==> src/rtl/hazard_pkg.sv <==
// Shared types for the hazard scheduler: in-flight list entries, list slot
// indices and the bundled pipeline stall/flush controls.
package hazard_pkg;

  localparam int HZ_EX  = 0;
  localparam int HZ_MEM = 1;
  localparam int HZ_WB  = 2;

  typedef struct packed {
    logic       valid;
    logic [4:0] rd;
    logic       is_load;
  } hz_entry_t;

  typedef struct packed {
    logic pc_stall;
    logic if_id_stall;
    logic if_id_flush;
    logic id_ex_stall;
    logic id_ex_flush;
    logic ex_mem_stall;
    logic mem_wb_stall;
  } hz_ctrl_t;

endpackage

==> src/rtl/pipeline_hazard_ctrl_if.sv <==
// Bus between the pipeline datapath (master) and the hazard scheduler (slave):
// ID-stage operand info and events in, stall/flush controls and counters out.
interface pipeline_hazard_ctrl_if #(parameter int CNT_W = 32);

  logic             id_valid;
  logic [4:0]       id_rs1_addr;
  logic [4:0]       id_rs2_addr;
  logic             id_uses_rs1;
  logic             id_uses_rs2;
  logic [4:0]       id_rd_addr;
  logic             id_reg_write;
  logic             id_mem_read;
  logic             ex_redirect;
  logic             mem_busy;
  logic             pc_stall;
  logic             if_id_stall;
  logic             if_id_flush;
  logic             id_ex_stall;
  logic             id_ex_flush;
  logic             ex_mem_stall;
  logic             mem_wb_stall;
  logic [CNT_W-1:0] stall_cnt;
  logic [CNT_W-1:0] flush_cnt;

  modport master (
    output id_valid, id_rs1_addr, id_rs2_addr, id_uses_rs1, id_uses_rs2,
           id_rd_addr, id_reg_write, id_mem_read, ex_redirect, mem_busy,
    input  pc_stall, if_id_stall, if_id_flush, id_ex_stall, id_ex_flush,
           ex_mem_stall, mem_wb_stall, stall_cnt, flush_cnt
  );

  modport slave (
    input  id_valid, id_rs1_addr, id_rs2_addr, id_uses_rs1, id_uses_rs2,
           id_rd_addr, id_reg_write, id_mem_read, ex_redirect, mem_busy,
    output pc_stall, if_id_stall, if_id_flush, id_ex_stall, id_ex_flush,
           ex_mem_stall, mem_wb_stall, stall_cnt, flush_cnt
  );

endinterface

==> src/rtl/hazard_scoreboard.sv <==
// Three-entry EX/MEM/WB list of destination registers in flight, with
// freeze, bubble insertion and a per-slot source-operand match vector.
module hazard_scoreboard
  import hazard_pkg::*;
(
  input  logic      clk,
  input  logic      reset,
  input  logic      freeze,
  input  logic      bubble,
  input  hz_entry_t ins,
  input  logic [4:0] rs1_addr,
  input  logic [4:0] rs2_addr,
  input  logic      uses_rs1,
  input  logic      uses_rs2,
  output logic [2:0] match,
  output logic      ex_is_load
);

  hz_entry_t list [3];

  always_ff @(posedge clk) begin
    if (!reset) begin
      for (int i = 0; i < 3; i++) list[i] <= '0;
    end else if (!freeze) begin
      list[HZ_WB]  <= list[HZ_MEM];
      list[HZ_MEM] <= list[HZ_EX];
      list[HZ_EX]  <= bubble ? '0 : ins;
    end
  end

  always_comb begin
    match = '0;
    for (int i = 0; i < 3; i++) begin
      match[i] = list[i].valid &&
                 ((uses_rs1 && (rs1_addr == list[i].rd)) ||
                  (uses_rs2 && (rs2_addr == list[i].rd)));
    end
  end

  assign ex_is_load = list[HZ_EX].is_load;

endmodule

==> src/rtl/pipeline_hazard_ctrl.sv <==
// Hazard scheduler: arbitrates memory back-pressure, EX redirects and RAW
// hazards in ID into stall/flush controls, and counts stall/flush cycles.
module pipeline_hazard_ctrl
  import hazard_pkg::*;
#(
  parameter bit FWD_EN    = 1'b1,
  parameter bit WB_BYPASS = 1'b0,
  parameter int CNT_W     = 32
) (
  input logic clk,
  input logic reset,
  pipeline_hazard_ctrl_if.slave bus
);

  logic             raw_hz;
  logic [2:0]       match;
  logic             ex_is_load;
  hz_entry_t        ins;
  hz_ctrl_t         ctrl;
  logic [CNT_W-1:0] stall_cnt_q;
  logic [CNT_W-1:0] flush_cnt_q;

  // x0 and non-writing instructions never enter the list as valid entries
  assign ins.valid   = bus.id_valid && bus.id_reg_write && (bus.id_rd_addr != 5'd0);
  assign ins.rd      = bus.id_rd_addr;
  assign ins.is_load = bus.id_mem_read;

  hazard_scoreboard u_scoreboard (
    .clk        (clk),
    .reset      (reset),
    .freeze     (bus.mem_busy),
    .bubble     (bus.ex_redirect || raw_hz),
    .ins        (ins),
    .rs1_addr   (bus.id_rs1_addr),
    .rs2_addr   (bus.id_rs2_addr),
    .uses_rs1   (bus.id_uses_rs1),
    .uses_rs2   (bus.id_uses_rs2),
    .match      (match),
    .ex_is_load (ex_is_load)
  );

  // With forwarding only a load in EX is too late; without it any producer counts
  always_comb begin
    if (FWD_EN) begin
      raw_hz = bus.id_valid && match[HZ_EX] && ex_is_load;
    end else begin
      raw_hz = bus.id_valid &&
               (match[HZ_EX] || match[HZ_MEM] || (match[HZ_WB] && !WB_BYPASS));
    end
  end

  always_comb begin
    ctrl = '0;
    if (!reset) begin
      ctrl.if_id_flush = 1'b1;
      ctrl.id_ex_flush = 1'b1;
    end else if (bus.mem_busy) begin
      ctrl.pc_stall     = 1'b1;
      ctrl.if_id_stall  = 1'b1;
      ctrl.id_ex_stall  = 1'b1;
      ctrl.ex_mem_stall = 1'b1;
      ctrl.mem_wb_stall = 1'b1;
    end else if (bus.ex_redirect) begin
      ctrl.if_id_flush = 1'b1;
      ctrl.id_ex_flush = 1'b1;
    end else if (raw_hz) begin
      ctrl.pc_stall    = 1'b1;
      ctrl.if_id_stall = 1'b1;
      ctrl.id_ex_flush = 1'b1;
    end
  end

  always_ff @(posedge clk) begin
    if (!reset) begin
      stall_cnt_q <= '0;
      flush_cnt_q <= '0;
    end else if (!bus.mem_busy) begin
      if (bus.ex_redirect) flush_cnt_q <= flush_cnt_q + CNT_W'(1);
      else if (raw_hz)     stall_cnt_q <= stall_cnt_q + CNT_W'(1);
    end
  end

  assign bus.pc_stall     = ctrl.pc_stall;
  assign bus.if_id_stall  = ctrl.if_id_stall;
  assign bus.if_id_flush  = ctrl.if_id_flush;
  assign bus.id_ex_stall  = ctrl.id_ex_stall;
  assign bus.id_ex_flush  = ctrl.id_ex_flush;
  assign bus.ex_mem_stall = ctrl.ex_mem_stall;
  assign bus.mem_wb_stall = ctrl.mem_wb_stall;
  assign bus.stall_cnt    = stall_cnt_q;
  assign bus.flush_cnt    = flush_cnt_q;

endmodule

==> src/flat_wrapper.sv <==
// flat-port wrapper written by rule: the top's interface ports become plain ports
module pipeline_hazard_ctrl_flat import hazard_pkg::*;
#(
  parameter bit FWD_EN    = 1'b1,
  parameter bit WB_BYPASS = 1'b0,
  parameter int CNT_W     = 32
)
  (clk, reset, bus_id_valid, bus_id_rs1_addr, bus_id_rs2_addr, bus_id_uses_rs1, bus_id_uses_rs2, bus_id_rd_addr, bus_id_reg_write, bus_id_mem_read, bus_ex_redirect, bus_mem_busy, bus_pc_stall, bus_if_id_stall, bus_if_id_flush, bus_id_ex_stall, bus_id_ex_flush, bus_ex_mem_stall, bus_mem_wb_stall, bus_stall_cnt, bus_flush_cnt);
  pipeline_hazard_ctrl_if #(.CNT_W(CNT_W)) bus_i ();
  input logic clk;
  input logic reset;
  input wire logic [$bits(bus_i.id_valid)-1:0] bus_id_valid;
  input wire logic [$bits(bus_i.id_rs1_addr)-1:0] bus_id_rs1_addr;
  input wire logic [$bits(bus_i.id_rs2_addr)-1:0] bus_id_rs2_addr;
  input wire logic [$bits(bus_i.id_uses_rs1)-1:0] bus_id_uses_rs1;
  input wire logic [$bits(bus_i.id_uses_rs2)-1:0] bus_id_uses_rs2;
  input wire logic [$bits(bus_i.id_rd_addr)-1:0] bus_id_rd_addr;
  input wire logic [$bits(bus_i.id_reg_write)-1:0] bus_id_reg_write;
  input wire logic [$bits(bus_i.id_mem_read)-1:0] bus_id_mem_read;
  input wire logic [$bits(bus_i.ex_redirect)-1:0] bus_ex_redirect;
  input wire logic [$bits(bus_i.mem_busy)-1:0] bus_mem_busy;
  output wire logic [$bits(bus_i.pc_stall)-1:0] bus_pc_stall;
  output wire logic [$bits(bus_i.if_id_stall)-1:0] bus_if_id_stall;
  output wire logic [$bits(bus_i.if_id_flush)-1:0] bus_if_id_flush;
  output wire logic [$bits(bus_i.id_ex_stall)-1:0] bus_id_ex_stall;
  output wire logic [$bits(bus_i.id_ex_flush)-1:0] bus_id_ex_flush;
  output wire logic [$bits(bus_i.ex_mem_stall)-1:0] bus_ex_mem_stall;
  output wire logic [$bits(bus_i.mem_wb_stall)-1:0] bus_mem_wb_stall;
  output wire logic [$bits(bus_i.stall_cnt)-1:0] bus_stall_cnt;
  output wire logic [$bits(bus_i.flush_cnt)-1:0] bus_flush_cnt;
  assign bus_i.id_valid = bus_id_valid;
  assign bus_i.id_rs1_addr = bus_id_rs1_addr;
  assign bus_i.id_rs2_addr = bus_id_rs2_addr;
  assign bus_i.id_uses_rs1 = bus_id_uses_rs1;
  assign bus_i.id_uses_rs2 = bus_id_uses_rs2;
  assign bus_i.id_rd_addr = bus_id_rd_addr;
  assign bus_i.id_reg_write = bus_id_reg_write;
  assign bus_i.id_mem_read = bus_id_mem_read;
  assign bus_i.ex_redirect = bus_ex_redirect;
  assign bus_i.mem_busy = bus_mem_busy;
  assign bus_pc_stall = bus_i.pc_stall;
  assign bus_if_id_stall = bus_i.if_id_stall;
  assign bus_if_id_flush = bus_i.if_id_flush;
  assign bus_id_ex_stall = bus_i.id_ex_stall;
  assign bus_id_ex_flush = bus_i.id_ex_flush;
  assign bus_ex_mem_stall = bus_i.ex_mem_stall;
  assign bus_mem_wb_stall = bus_i.mem_wb_stall;
  assign bus_stall_cnt = bus_i.stall_cnt;
  assign bus_flush_cnt = bus_i.flush_cnt;
  pipeline_hazard_ctrl #(.FWD_EN(FWD_EN), .WB_BYPASS(WB_BYPASS), .CNT_W(CNT_W)) u_core (.clk(clk), .reset(reset), .bus(bus_i));
endmodule
==> config.mk <==
export PLATFORM = sky130hd
export DESIGN_NAME = pipeline_hazard_ctrl_flat
export DESIGN_NICKNAME = d
export VERILOG_FILES = /design/src/rtl/hazard_pkg.sv /design/src/rtl/pipeline_hazard_ctrl_if.sv /design/src/rtl/hazard_scoreboard.sv /design/src/rtl/pipeline_hazard_ctrl.sv /design/src/flat_wrapper.sv
export SDC_FILE = /design/constraint.sdc
export NUM_CORES = 1
export LEC_CHECK = 0
export CAP_MARGIN = 20
export CORE_ASPECT_RATIO = 1.2
export CORE_MARGIN = 2
export CORE_UTILIZATION = 55
export DETAILED_ROUTE_END_ITERATION = 10
export PLACE_DENSITY = 0.86
export SYNTH_ARGS = -nofsm -noshare
export SYNTH_HDL_FRONTEND = slang
export SYNTH_HIERARCHICAL = 1
export SYNTH_SLANG_ARGS = --single-unit
==> constraint.sdc <==
create_clock -name clk -period 6.1 [get_ports clk]
set_input_delay 1.83 -clock clk [delete_from_list [all_inputs] [get_ports clk]]
set_output_delay 1.83 -clock clk [all_outputs]
set_load 0.02 [all_outputs]
Yosys cells after proc, flatten, opt, wreduce, memory -nomap -nowiden. Memory sizes are Yosys's and may differ from the RTL's. Index checks and enable logic that the tools add are counted.

Register bits: 64. Word-level logic and storage cells: 47. Bits of input ports: 24. Bits in writable memories: 21. Memories: 1. Output and inout port bits: 71.

Memory list: u_core.u_scoreboard.list (words 3, width 7, read ports 2, clocked after memory_dff 0, write ports 3, line hazard_scoreboard.sv:19) `hz_entry_t list [3];`.

Bitwise gates (word level): 5. Multiplexer cells: 23. Add/subtract/negate cells: 2. Reductions and logical operators: 12. Eq/ne operators: 2.

Operator list (number): $add A32 B1 Y32 const B (2); $mux W7 (4); $mux W1 (13); $mux W2 (6); $eq A5 B5 Y1 (2); $logic_and A1 B1 Y1 (7); $reduce_bool A5 Y1 (1); $or A1 B1 Y1 (3); $reduce_and A3 Y1 (1); $logic_or A1 B1 Y1 (2); $not A1 Y1 (2); $reduce_and A2 Y1 (1).

Longest topological paths before layout.
Word-level depth: 10. Depth in mapped cells: 9. Gate-level depth less buffers: 7.

Modules after synthesis. The synthesis kept the hierarchy.

By module, submodules not included: pipeline_hazard_ctrl (cells an instance 384, sequential area each 1281.2 um2, area each 3211.8 um2, instances 1); hazard_scoreboard (cells an instance 87, sequential area each 570.5 um2, area each 1071.0 um2, instances 1).

Least setup slack after synthesis. Ideal clock, no wire load.

Kind: in2out. From: input port bus_id_rs1_addr[0]. To: output port bus_pc_stall. Path buffers: 1. Required time: 4.270 ns. Arrival time: 3.274 ns. Setup slack: 0.996 ns. Stages on the path: 6. Cells stage by stage: xnor2_1 -> nand4_1 -> o22ai_1 -> nand3_1 -> o31ai_1 -> buf_4.

Word-level cells in the longest chain between the ends: 10.

Ends and longest elaborated chain: start: declaration (line flat_wrapper.sv:13) `input wire logic [$bits(bus_i.id_rs1_addr)-1:0] bus_id_rs1_addr;`; $eq A5 B5 Y1 (line hazard_scoreboard.sv:35) `((uses_rs1 && (rs1_addr == list[i].rd)) ||`; $logic_and A1 B1 Y1 (line hazard_scoreboard.sv:35); $logic_or A1 B1 Y1 (line hazard_scoreboard.sv:35); $logic_and A1 B1 Y1 (line hazard_scoreboard.sv:34) `match[i] = list[i].valid &&`; via u_core.match[0] (line pipeline_hazard_ctrl.sv:16) `logic [2:0] match;`; $logic_and A1 B1 Y1 (2 in series) (line pipeline_hazard_ctrl.sv:45) `raw_hz = bus.id_valid && match[HZ_EX] && ex_is_load;`; $mux W2 (line pipeline_hazard_ctrl.sv:66) `end else if (raw_hz) begin`; $mux W2 (line pipeline_hazard_ctrl.sv:63) `end else if (bus.ex_redirect) begin`; $mux W2 (line pipeline_hazard_ctrl.sv:57) `end else if (bus.mem_busy) begin`; $mux W2 (line pipeline_hazard_ctrl.sv:54) `if (!reset) begin`; end: declaration (line flat_wrapper.sv:22) `output wire logic [$bits(bus_i.pc_stall)-1:0] bus_pc_stall;`.

The timed path passes the listed nets, and every way through them passes these cells.

Worst setup path in the final report.
From: input port bus_id_rs1_addr[0]. To: output port bus_if_id_stall.

Word-level cells in the longest chain between the ends: 10.

Ends and longest elaborated chain: $eq A5 B5 Y1 (line hazard_scoreboard.sv:35); $logic_and A1 B1 Y1 (line hazard_scoreboard.sv:35); $logic_or A1 B1 Y1 (line hazard_scoreboard.sv:35); $logic_and A1 B1 Y1 (line hazard_scoreboard.sv:34); via u_core.match[0] (line pipeline_hazard_ctrl.sv:16); $logic_and A1 B1 Y1 (2 in series) (line pipeline_hazard_ctrl.sv:45); $mux W2 (line pipeline_hazard_ctrl.sv:66); $mux W2 (line pipeline_hazard_ctrl.sv:63); $mux W2 (line pipeline_hazard_ctrl.sv:57); $mux W2 (line pipeline_hazard_ctrl.sv:54); end: declaration (line flat_wrapper.sv:23) `output wire logic [$bits(bus_i.if_id_stall)-1:0] bus_if_id_stall;`.

The timed path passes the listed nets, and every way through them passes these cells.

==> reports/results.ini <==
[die]
fp.dieArea_sq_um = 7230
io_pins = 95
floorplan.initialDensity_pct = 56.3
area_of_the_core_sq_um = 6410
core.rowCount = 32
die_x_um = 78.0
chipHeight_um = 92.7

[setup_path]
arrival_ns = 3.89
r2r_cells = 8
crit_path_cell_trace = clkdlybuf4s50_1 -> xnor2_1 -> nand4_1 -> o22ai_1 -> nand3_1 -> o31ai_1 -> clkdlybuf4s50_1
timing.critical_path.slowest_cell_delay_ns = 0.67
worst-setup-path-type = in2out
crit_slowest_cell = clkdlybuf4s50_1
worstSetupStartpointType = primary input
worst_setup_path_end_kind = output port
crit_path_max_fanout = 2
cp_data_required_time_ns = 4.27
cp_common_cell = clkdlybuf4s50_1

[timing]
layout_worst_path_cycle_share_pct = 93.8
timing.final.max_slew_violations = 0
timing_hold_violations_final = 0
setup_repair_after_global_routing_missed_its_margin = false
achievable-frequency_mhz = 175
final.setup_skew_ns = 0.00791
finalSetupViolations = 0
layout_min_cycle_time_ns = 5.72
timing_worst_slew_pin_value_ns = 0.622
timing.max_slew.rel_slack_pct = 58.5
setup_total_negative_slack_ns = 0

[routing]
detailroute.via_count = 3686
wl_um = 9580
met2_wirelength_um = 4950
drt_pre_antenna_iters = 7
met3_length_um = 635
route.detailed.wl_per_inst_um = 16.3
drc = 0
routed_length_on_met1_um = 3780
detail_route.iter0.violations = 218
highest_layer = met4
drtAntennaViolNets = 0
via_per_inst = 6.26

[global_route]
antenna_found_initial = 0
grt_usage_pct = 26.8
grt.overflow.total = 0
grt_pass1_wl_um = 15800
pin_count_of_the_biggest_net_entering_global_routing = 59
first_global_vias = 3507

[logic_synthesis]
postSynthAreaPerCell_sq_um = 8.68
mappedNetlistArea_sq_um = 3610
postSynthNetCount = 442
synth_instances = 416
synth.yosys.warnings = 6

[clock_tree]
htree_levels = 3
cts-root-buf = clkbuf_8
clk_transition_reported_paths_ns = 0.07
clock_tree_from_tritoncts = built
holdBufCountCts = 0
cts-root-to-sink-buffers = 2
post_cts_repair_timing_setup_buffer_count = 0
post_cts_resized = 0
worst_skew_pair.late_latency_ns = 0.34
cts-buffers-inserted = 9
tritoncts_num_sinks = 71

[power]
max_ir_drop_vdd_v = 0.000132
power_leakage_nw = 1.44
finalPower_w = 0.000894
pwr_per_cell_area_nw_per_um2 = 188

[cells_and_area]
drive_gt1_share_pct = 5.75
n_antenna_cell = 0
postLayoutCellArea_sq_um = 4750
syn2layout_area_growth_pct = 31.5
finalNetCount = 525
final.fill_count = 510

[run]
max_capacitance_violation_count = 0

[outcome]
status = finished, final reports clean

[place]
place_area_sq_um = 4560
hpwlAfterDp_um = 6650
place.gp.congestion = 0.853
port_buffers = 94

[hold_path]
min_path_cells = 2
min-delay-path-class = reg2reg

-- critical path: cells and delay by family --
| family | cells | cell delay, ns |
|---|---|---|
| AO/OA/AOI/OAI | 2 | 0.52 |
| AND/OR/NAND/NOR | 2 | 0.26 |
| XOR/XNOR | 1 | 0.12 |
| buffers and inverters | 2 | 1.16 |
-- flip-flops by register name (all words and copies together) (netlist names) --
name / flops
u_core/bus.flush_cnt: 32
u_core/u_scoreboard/list: 7
u_core/bus.stall_cnt: 32
-- layout by cell type (no fill, tap or decap), types with 3 or more instances in the layout --
master           instances
nand2_1                 34
or3_1                   12
nor4_1                   8
nand4_1                 19
nor2_1                  20
or4_1                   36
buf_4                    3
inv_1                    7
and3_1                   7
o31ai_1                 32
clkinv_2                 3
edfxtp_1                 7
o21ai_0                  9
nand3_1                 22
and4_1                   5
nand2b_1                 4
dfxtp_1                 64
xnor2_1                 19
clkdlybuf4s50_1         94
and2_1                   9
a21oi_1                 43
clkbuf_8                10
xor2_1                   9
-- per-stage QoR --
step	setup slack, ns	utilization (%)	hold WS, ns	instances
final	0.377	74.1	0.493	589
after global routing	0.211	74.1	0.520	589
after CTS	0.381	74.1	0.497	589
after detailed placement	0.387	71.1	0.479	573
after global placement	0.465	71.1	0.460	573
after floorplan	0.996	-	0.540	416
-- where the power goes --
part	internal, W	switching (W)
registers	0.000475	0.00000409
logic	0.0000295	0.0000279
clock network	0.000181	0.000177
-- cell type report --
class,instances,area [sq um],share of cell area [%]
Timing Repair Buffer,97,963,20.3
Tap cell,85,106,2.24
Inverter,8,30.0,0.632
Clock buffer,11,163,3.43
Sequential cell,71,1490,31.4
Multi-Input combinational cell,312,1960,41.4
Clock inverter,5,30.0,0.632
-- path summary, 6_finish.rpt --
check        slack (ns)                       end                            from
max                0.38           bus_if_id_stall              bus_id_rs1_addr[0]
min                0.49  u_core/bus.flush_cnt[31]        u_core/bus.flush_cnt[31]
max reg2reg        3.26  u_core/bus.stall_cnt[29]  u_core/u_scoreboard/list[0][5]
min reg2reg        0.49  u_core/bus.flush_cnt[31]        u_core/bus.flush_cnt[31]
-- layer usage --
metal	vias up	GRT usage, %
li1	1732	-
met1	1754	30.2
met2	174	48.2
met3	26	5.75
met4	0	12.0
met5	-	0
No activity file was read; power rests on OpenSTA's default activity.
